===== config.mk =====
export PLATFORM = sky130hd
export DESIGN_NAME = spi_master_flat
export DESIGN_NICKNAME = d
export VERILOG_FILES = /design/src/rtl/spi_master_if.sv /design/src/rtl/spi_master.sv /design/src/flat_wrapper.sv
export SDC_FILE = /design/constraint.sdc
export NUM_CORES = 1
export LEC_CHECK = 0
export CAP_MARGIN = 10
export CORE_AREA = 2 2 64 66
export DETAILED_ROUTE_END_ITERATION = 8
export DIE_AREA = 0 0 66 68
export PLACE_DENSITY_LB_ADDON = 0.15
export SLEW_MARGIN = 20
export SYNTH_ARGS = -nofsm -noshare
export SYNTH_HDL_FRONTEND = slang
export SYNTH_SLANG_ARGS = --single-unit

===== constraint.sdc =====
create_clock -name clk -period 2.7 [get_ports clk]
set_input_delay 0.54 -clock clk [delete_from_list [all_inputs] [get_ports clk]]
set_output_delay 0.54 -clock clk [all_outputs]
set_load 0.05 [all_outputs]

===== src/rtl/spi_master_if.sv =====
// spi_master_if -- host-side request/response signals and SPI pins of one SPI master.
//
// Handshake: the host holds spi_ready_send high, with spi_data_in valid, for as
// long as it wants a transfer. The master accepts on a rising clk edge when it
// is idle, which is when spi_busy is low and the previous DONE cycle has
// retired. Once spi_busy rises the request is consumed. A request that is still
// high when the master returns to idle starts another transfer. spi_data_out is
// valid from the cycle spi_busy falls until the next transfer completes.
//
// Signals:
//   spi_data_in    host -> master  byte to send
//   spi_ready_send host -> master  transfer request (level)
//   spi_busy       master -> host  transfer in progress
//   spi_data_out   master -> host  last received byte
//   sclk, mosi, ss_n  master -> slave  SPI mode 0 pins
//   miso           slave -> master  serial data in
interface spi_master_if;
    logic [7:0] spi_data_in;
    logic       spi_ready_send;
    logic       spi_busy;
    logic [7:0] spi_data_out;
    logic       sclk;
    logic       mosi;
    logic       miso;
    logic       ss_n;

    modport master (
        input  spi_data_in, spi_ready_send, miso,
        output spi_busy, spi_data_out, sclk, mosi, ss_n
    );

    modport slave (
        output spi_data_in, spi_ready_send, miso,
        input  spi_busy, spi_data_out, sclk, mosi, ss_n
    );
endinterface


===== src/rtl/spi_master.sv =====
// spi_master -- single-byte SPI master, mode 0 (CPOL=0, CPHA=0), MSB first.
//
// Ports:
//   clk        system clock, rising edge
//   rst        synchronous active-high reset
//   bus        spi_master_if.master: host handshake and SPI pins
//   state_dbg  current FSM state (IDLE=0, XFER=1, DONE=2) for observation
//
// Parameter CLK_DIV (2..255) is the sclk half-period in clk cycles. A transfer
// keeps spi_busy high for 16*CLK_DIV cycles and is followed by one DONE cycle
// in which the received byte is published.
module spi_master #(
    parameter int CLK_DIV = 4
) (
    input  logic         clk,
    input  logic         rst,
    spi_master_if.master bus,
    output logic [1:0]   state_dbg
);
    typedef enum logic [1:0] {
        IDLE = 2'd0,
        XFER = 2'd1,
        DONE = 2'd2
    } state_t;

    localparam logic [7:0] DIV_LAST = 8'(CLK_DIV - 1);

    state_t     state;
    logic [7:0] tx_sh;    // tx_sh[7] is the bit currently on mosi
    logic [7:0] rx_sh;
    logic [7:0] div_cnt;  // clk cycles elapsed in the current sclk half-period
    logic [2:0] bit_cnt;  // index of the bit in flight; advances between bits

    assign state_dbg = state;

    always_ff @(posedge clk) begin
        if (rst) begin
            state            <= IDLE;
            tx_sh            <= 8'h00;
            rx_sh            <= 8'h00;
            div_cnt          <= 8'h00;
            bit_cnt          <= 3'd0;
            bus.spi_busy     <= 1'b0;
            bus.spi_data_out <= 8'h00;
            bus.sclk         <= 1'b0;
            bus.mosi         <= 1'b0;
            bus.ss_n         <= 1'b1;
        end else begin
            case (state)
                IDLE: begin
                    if (bus.spi_ready_send) begin
                        tx_sh        <= bus.spi_data_in;
                        rx_sh        <= 8'h00;
                        div_cnt      <= 8'h00;
                        bit_cnt      <= 3'd0;
                        bus.spi_busy <= 1'b1;
                        bus.ss_n     <= 1'b0;
                        bus.sclk     <= 1'b0;
                        bus.mosi     <= bus.spi_data_in[7];
                        state        <= XFER;
                    end
                end

                XFER: begin
                    if (div_cnt == DIV_LAST) begin
                        div_cnt  <= 8'h00;
                        bus.sclk <= ~bus.sclk;
                        if (!bus.sclk) begin
                            // Rising edge: mode 0 samples here.
                            rx_sh <= {rx_sh[6:0], bus.miso};
                        end else if (bit_cnt == 3'd7) begin
                            // Falling edge after the last bit: sclk is back at 0,
                            // so deselect the slave and publish in the same edge.
                            bus.spi_busy     <= 1'b0;
                            bus.ss_n         <= 1'b1;
                            bus.mosi         <= 1'b0;
                            bus.spi_data_out <= rx_sh;
                            state            <= DONE;
                        end else begin
                            // Falling edge: present the next lower bit.
                            bit_cnt  <= bit_cnt + 3'd1;
                            tx_sh    <= {tx_sh[6:0], 1'b0};
                            bus.mosi <= tx_sh[6];
                        end
                    end else begin
                        div_cnt <= div_cnt + 8'h01;
                    end
                end

                DONE: begin
                    state <= IDLE;
                end

                default: begin
                    state <= IDLE;
                end
            endcase
        end
    end
endmodule


===== src/flat_wrapper.sv =====
// flat-port wrapper written by rule: the top's interface ports become plain ports
module spi_master_flat 
#(
    parameter int CLK_DIV = 4
)
  (clk, rst, state_dbg, bus_spi_data_in, bus_spi_ready_send, bus_miso, bus_spi_busy, bus_spi_data_out, bus_sclk, bus_mosi, bus_ss_n);
  spi_master_if bus_i ();
  input  logic clk;
  input  logic rst;
  output logic [1:0] state_dbg;
  input wire logic [$bits(bus_i.spi_data_in)-1:0] bus_spi_data_in;
  input wire logic [$bits(bus_i.spi_ready_send)-1:0] bus_spi_ready_send;
  input wire logic [$bits(bus_i.miso)-1:0] bus_miso;
  output wire logic [$bits(bus_i.spi_busy)-1:0] bus_spi_busy;
  output wire logic [$bits(bus_i.spi_data_out)-1:0] bus_spi_data_out;
  output wire logic [$bits(bus_i.sclk)-1:0] bus_sclk;
  output wire logic [$bits(bus_i.mosi)-1:0] bus_mosi;
  output wire logic [$bits(bus_i.ss_n)-1:0] bus_ss_n;
  assign bus_i.spi_data_in = bus_spi_data_in;
  assign bus_i.spi_ready_send = bus_spi_ready_send;
  assign bus_i.miso = bus_miso;
  assign bus_spi_busy = bus_i.spi_busy;
  assign bus_spi_data_out = bus_i.spi_data_out;
  assign bus_sclk = bus_i.sclk;
  assign bus_mosi = bus_i.mosi;
  assign bus_ss_n = bus_i.ss_n;
  spi_master #(.CLK_DIV(CLK_DIV)) u_core (.clk(clk), .rst(rst), .bus(bus_i), .state_dbg(state_dbg));
endmodule

Word-level counts from Yosys, hierarchy flattened
Cells that the tools add are included.

Output and inout bits: 14. Register bits: 40.

Bitwise gates (word level): 1. Reductions and logical operators: 10. Equal/unequal tests: 9. Add/subtract/negate cells: 2. Muxes and demuxes: 38.

Operator list (count): $mux W8 (4); $pmux W8 S2 (2); $mux W7 (4); $reduce_and A4 Y1 (4); $pmux W7 S2 (1); $mux W1 (13); $mux W3 (4); $reduce_and A5 Y1 (2); $add A8 B1 Y8 const B (1); $eq A8 B2 Y1 const B (1); $mux W2 (4); $pmux W1 S2 (4); $ne A2 B1 Y1 const B (3); $ne A2 B2 Y1 const B (3); $pmux W3 S2 (1); $pmux W2 S2 (1); $add A3 B1 Y3 const B (1); $eq A3 B3 Y1 const B (1); $reduce_and A3 Y1 (1); $eq A2 B1 Y1 const B (1); $logic_not A2 Y1 (1); $reduce_and A2 Y1 (1); $reduce_bool A2 Y1 (1); $not A1 Y1 (1).

Logic depth before layout (Yosys ltp)
Depth in word-level cells: 5. Depth in mapped cells: 7. Depth with buffers taken out: 6.

Worst setup path after synthesis
Ideal clock, no wire load.

Path kind: flip-flop to flip-flop. From: reg u_core.bus.sclk. To: reg u_core.bus.spi_data_out[0]. Setup time: 128 ps. Stages on the path, launching flop included: 6. Arrival: 2032 ps. Slack: 541 ps. Buffers on the path: 1. Cells stage by stage: dfxtp_1 > or4b_1 > or4_4 > buf_6 > mux2i_1 > nor2_1.

Word-level cells in the longest chain between the ends: 1.

RTL lines: start: declaration (line spi_master_if.sv:29) `output spi_busy, spi_data_out, sclk, mosi, ss_n`; start signal: assignment (line spi_master.sv:67) `bus.sclk <= ~bus.sclk;`; $reduce_and A4 Y1 (no source line); end signal: assignment (line spi_master.sv:77) `bus.spi_data_out <= rx_sh;`; end: declaration (line spi_master_if.sv:29).

Every way passes these cells. A chain may end at the register's enable or synchronous reset.

Worst setup path after layout
From: reg u_core.div_cnt[0]. To: reg u_core.tx_sh[6].

Word-level cells in the longest chain between the ends: 3.

RTL lines: start: declaration (line spi_master.sv:31) `logic [7:0] div_cnt;`; start signal: assignment (line spi_master.sv:86) `div_cnt <= div_cnt + 8'h01;`; $eq A8 B2 Y1 (line spi_master.sv:65) `if (div_cnt == DIV_LAST) begin`; $ne A2 B1 Y1 (no source line); $reduce_and A5 Y1 (no source line); end signal: assignment (line spi_master.sv:52) `tx_sh <= bus.spi_data_in;`; end signal: assignment (line spi_master.sv:82) `tx_sh <= {tx_sh[6:0], 1'b0};`; end: declaration (line spi_master.sv:29) `logic [7:0] tx_sh;`.

Every way passes these cells.

==> out/qor.txt <==
grt total ovfl: 0
I/O pin total: 26
Hold Vio Cnt, Final: 0
final WL: 3723 um
post-synthesis cell count: 176
first-pass GRT wire length: 6058 um
Period minus WS final: 2.339 ns
port bufs: 25
mux contribution to synthesized area: 8.199%
fin crit share: 86.63%
number of setup buffers added after CTS: 0
cts bufs inserted: 5
worst path arrival time: 2.54 ns
Detail Route Antenna Nets: 0
RD Place Congestion: 0.8936
WS Path Type: flop to flop
Synth Area in Simple Gates: 16.69%
EDFF count, synth: 0
GRT Util Overall: 18.06%
top_reg_cell synth: dfxtp_1
outcome: finished clean
root buf cell: clkbuf_8
Synth Area per Inst: 9.711 um^2
Max Buffers Root-to-Sink: 2
ant diodes: 0
die area: 0.004488 mm^2
Slew Limit Fails: 0
power per cell area: 550.4 mW/mm^2
1st-pass router iterations: 4
Layout Nets: 217
CTS tree: done
final routed DRC violation total: 0
pin count of the biggest net entering global routing: 18
Placed Instance Area: 0.001998 mm^2
final instance area: 0.002079 mm^2
# clock sinks: 40
slew margin rel.: 57.79%
Critical Path Fanout Max: 14
DR iter-0 viols: 58
synthesized area: 0.001709 mm^2
antenna violations before repair: 0
CORE AREA: 0.003856 mm^2
Initial Utilization: 44.32%
library cells used by synthesis: 41
Max-cap violations: 0
layout cells sized above 1: 8.416%
Min-Delay Path Class: flop to flop
Clock transition at path regs: 0.07 ns
Fmax achieved: 427.5 MHz
Core Util, Final: 53.93%
die height: 68 um
synthesis-stage register bit count: 40
later-pin clock latency in the skew report: 0.29 ns
Post-CTS Hold Fix Bufs: 0
Synth Area in XOR/XNOR: 2.562%
compound-cell area share of the yosys netlist: 19.47%
DIE WIDTH: 66 um
RSZ-0062 raised after global routing: false
Setup Skew: 0.006183 ns
combinational family with the most area after synthesis: compound AO/OA/AOI/OAI gates
Synth Area in Adders: 2.196%
worst path required time: 2.90 ns
leakage: 0.8231 nW
vias post-DR: 1412
H-Tree Depth: 2
post_cts resized: 0
Worst Tran Pin Value: 0.6308 ns
WL/cell: 14.77 um
Max VDD drop: 0.0003442 V
setup_tns: 0 ns
synth warn: 0
Worst setup EP type: flop
asr flop ratio synth: 0%
Setup-failing EPs final: 0
vias in the first global route: 1362
drt via density: 5.603
DP Wirelength: 2686 um
startpoint types: flop
register area share after synthesis: 46.85%
Area Overhead vs Synth: 21.67%
syn_nets: 191
FP Rows: 23
-- path summary, 6_finish.rpt --
kind | end | cells after the start | startpoint | slack [ns]
setup reg to reg | u_core.tx_sh[6]$_SDFFE_PP0P_ | 5 | u_core.div_cnt[0]$_SDFFE_PP0P_ | 0.36
hold reg to reg | u_core.bit_cnt[1]$_SDFFE_PP0P_ | 2 | u_core.bit_cnt[1]$_SDFFE_PP0P_ | 0.48
setup / recovery | u_core.tx_sh[6]$_SDFFE_PP0P_ | 5 | u_core.div_cnt[0]$_SDFFE_PP0P_ | 0.36
hold / removal | u_core.bit_cnt[1]$_SDFFE_PP0P_ | 2 | u_core.bit_cnt[1]$_SDFFE_PP0P_ | 0.48
-- where the power goes --
group | internal (mW) | switching [mW]
Clock | 0.175 | 0.196
Combinational | 0.0625 | 0.0863
Sequential | 0.610 | 0.0150
-- through the flow --
stage | total power, mW | std cells | setup WS, ns | hold WS [ns]
floorplan | 0.7334 | 176 | 0.5406 | 0.4487
global placement | 0.7842 | 245 | 0.4876 | 0.4627
detailed placement | 0.7871 | 245 | 0.3567 | 0.4687
CTS | 1.160 | 252 | 0.3386 | 0.4881
global route | 1.197 | 252 | 0.1833 | 0.5200
finish | 1.144 | 252 | 0.3610 | 0.4818
-- cells by family after synthesis --
kind of cell	count (synthesis)
multiplexers	14
AO/OA/AOI/OAI	46
XOR/XNOR	5
AND/OR/NAND/NOR	55
adder cells (fa/ha/maj)	3
flip-flops	40
buffers and inverters	13
-- critical path, cell delays in order, from the launching register on --
cell and delay, ns:
dfxtp_1 0.41, ha_1 0.24, or4b_1 0.62, o31ai_4 0.56
a21oi_1 0.13, a311oi_1 0.27
-- layer usage --
| metal | vias up | global-route usage (%) | routed length [um] |
|---|---|---|---|
| met5 | - | 0 | 0 |
| met4 | 0 | 7.653 | 77 |
| met3 | 8 | 5.921 | 145 |
| met2 | 21 | 32.07 | 1828 |
| met1 | 678 | 19.92 | 1672 |
| li1 | 705 | - | - |
-- registers in the layout (all words and copies together), names as in the netlist --
name and flops:
u_core.bit_cnt 3, u_core.bus.mosi 1, u_core.bus.sclk 1, u_core.bus.spi_busy 1, u_core.bus.spi_data_out 8, u_core.bus.ss_n 1
u_core.div_cnt 8, u_core.rx_sh 8, u_core.state_dbg 2, u_core.tx_sh 7
-- synthesized netlist by cell type (2+ instances only) --
library cell | count | area (um^2)
nand2b_1 | 2 | 12.51
buf_6 | 2 | 22.52
nor2_1 | 20 | 75.07
ha_1 | 3 | 37.54
nand4_1 | 4 | 25.02
nand2_1 | 6 | 22.52
or3_1 | 3 | 18.77
dfxtp_1 | 40 | 800.8
nand3_1 | 8 | 40.04
or4b_1 | 2 | 20.02
clkbuf_1 | 6 | 22.52
xor2_1 | 4 | 35.03
a21oi_1 | 12 | 60.06
inv_1 | 2 | 7.510
mux2i_1 | 14 | 140.1
and3_1 | 2 | 12.51
o21ai_0 | 8 | 40.04
a311oi_1 | 8 | 70.07
a22o_1 | 8 | 70.07
-- area by class of cell --
class / instances / area, um^2
Inverter: 2 / 7.507
Sequential cell: 40 / 800.8
Clock buffer: 5 / 68.82
Timing Repair Buffer: 30 / 287.8
Clock inverter: 2 / 12.51
Fill cell: 375 / 1777
Tap cell: 50 / 62.56
Multi-Input combinational cell: 123 / 839.6
-- cell usage in the layout (no fill, tap or decap), types with 2 or more instances in the layout --
cell type        count
and3_1               2
a21oi_1             12
mux2i_1             14
o21ai_0              8
inv_1                2
nand2_1              6
xor2_1               4
dfxtp_1             40
or3_1                3
nand2b_1             2
nor2_1              20
clkbuf_8             5
clkdlybuf4s50_1     25
nand3_1              8
ha_1                 3
a22o_1               8
nand4_1              4
a311oi_1             8
buf_4                5
or4b_1               2
No activity file was read; power rests on OpenSTA's default activity.
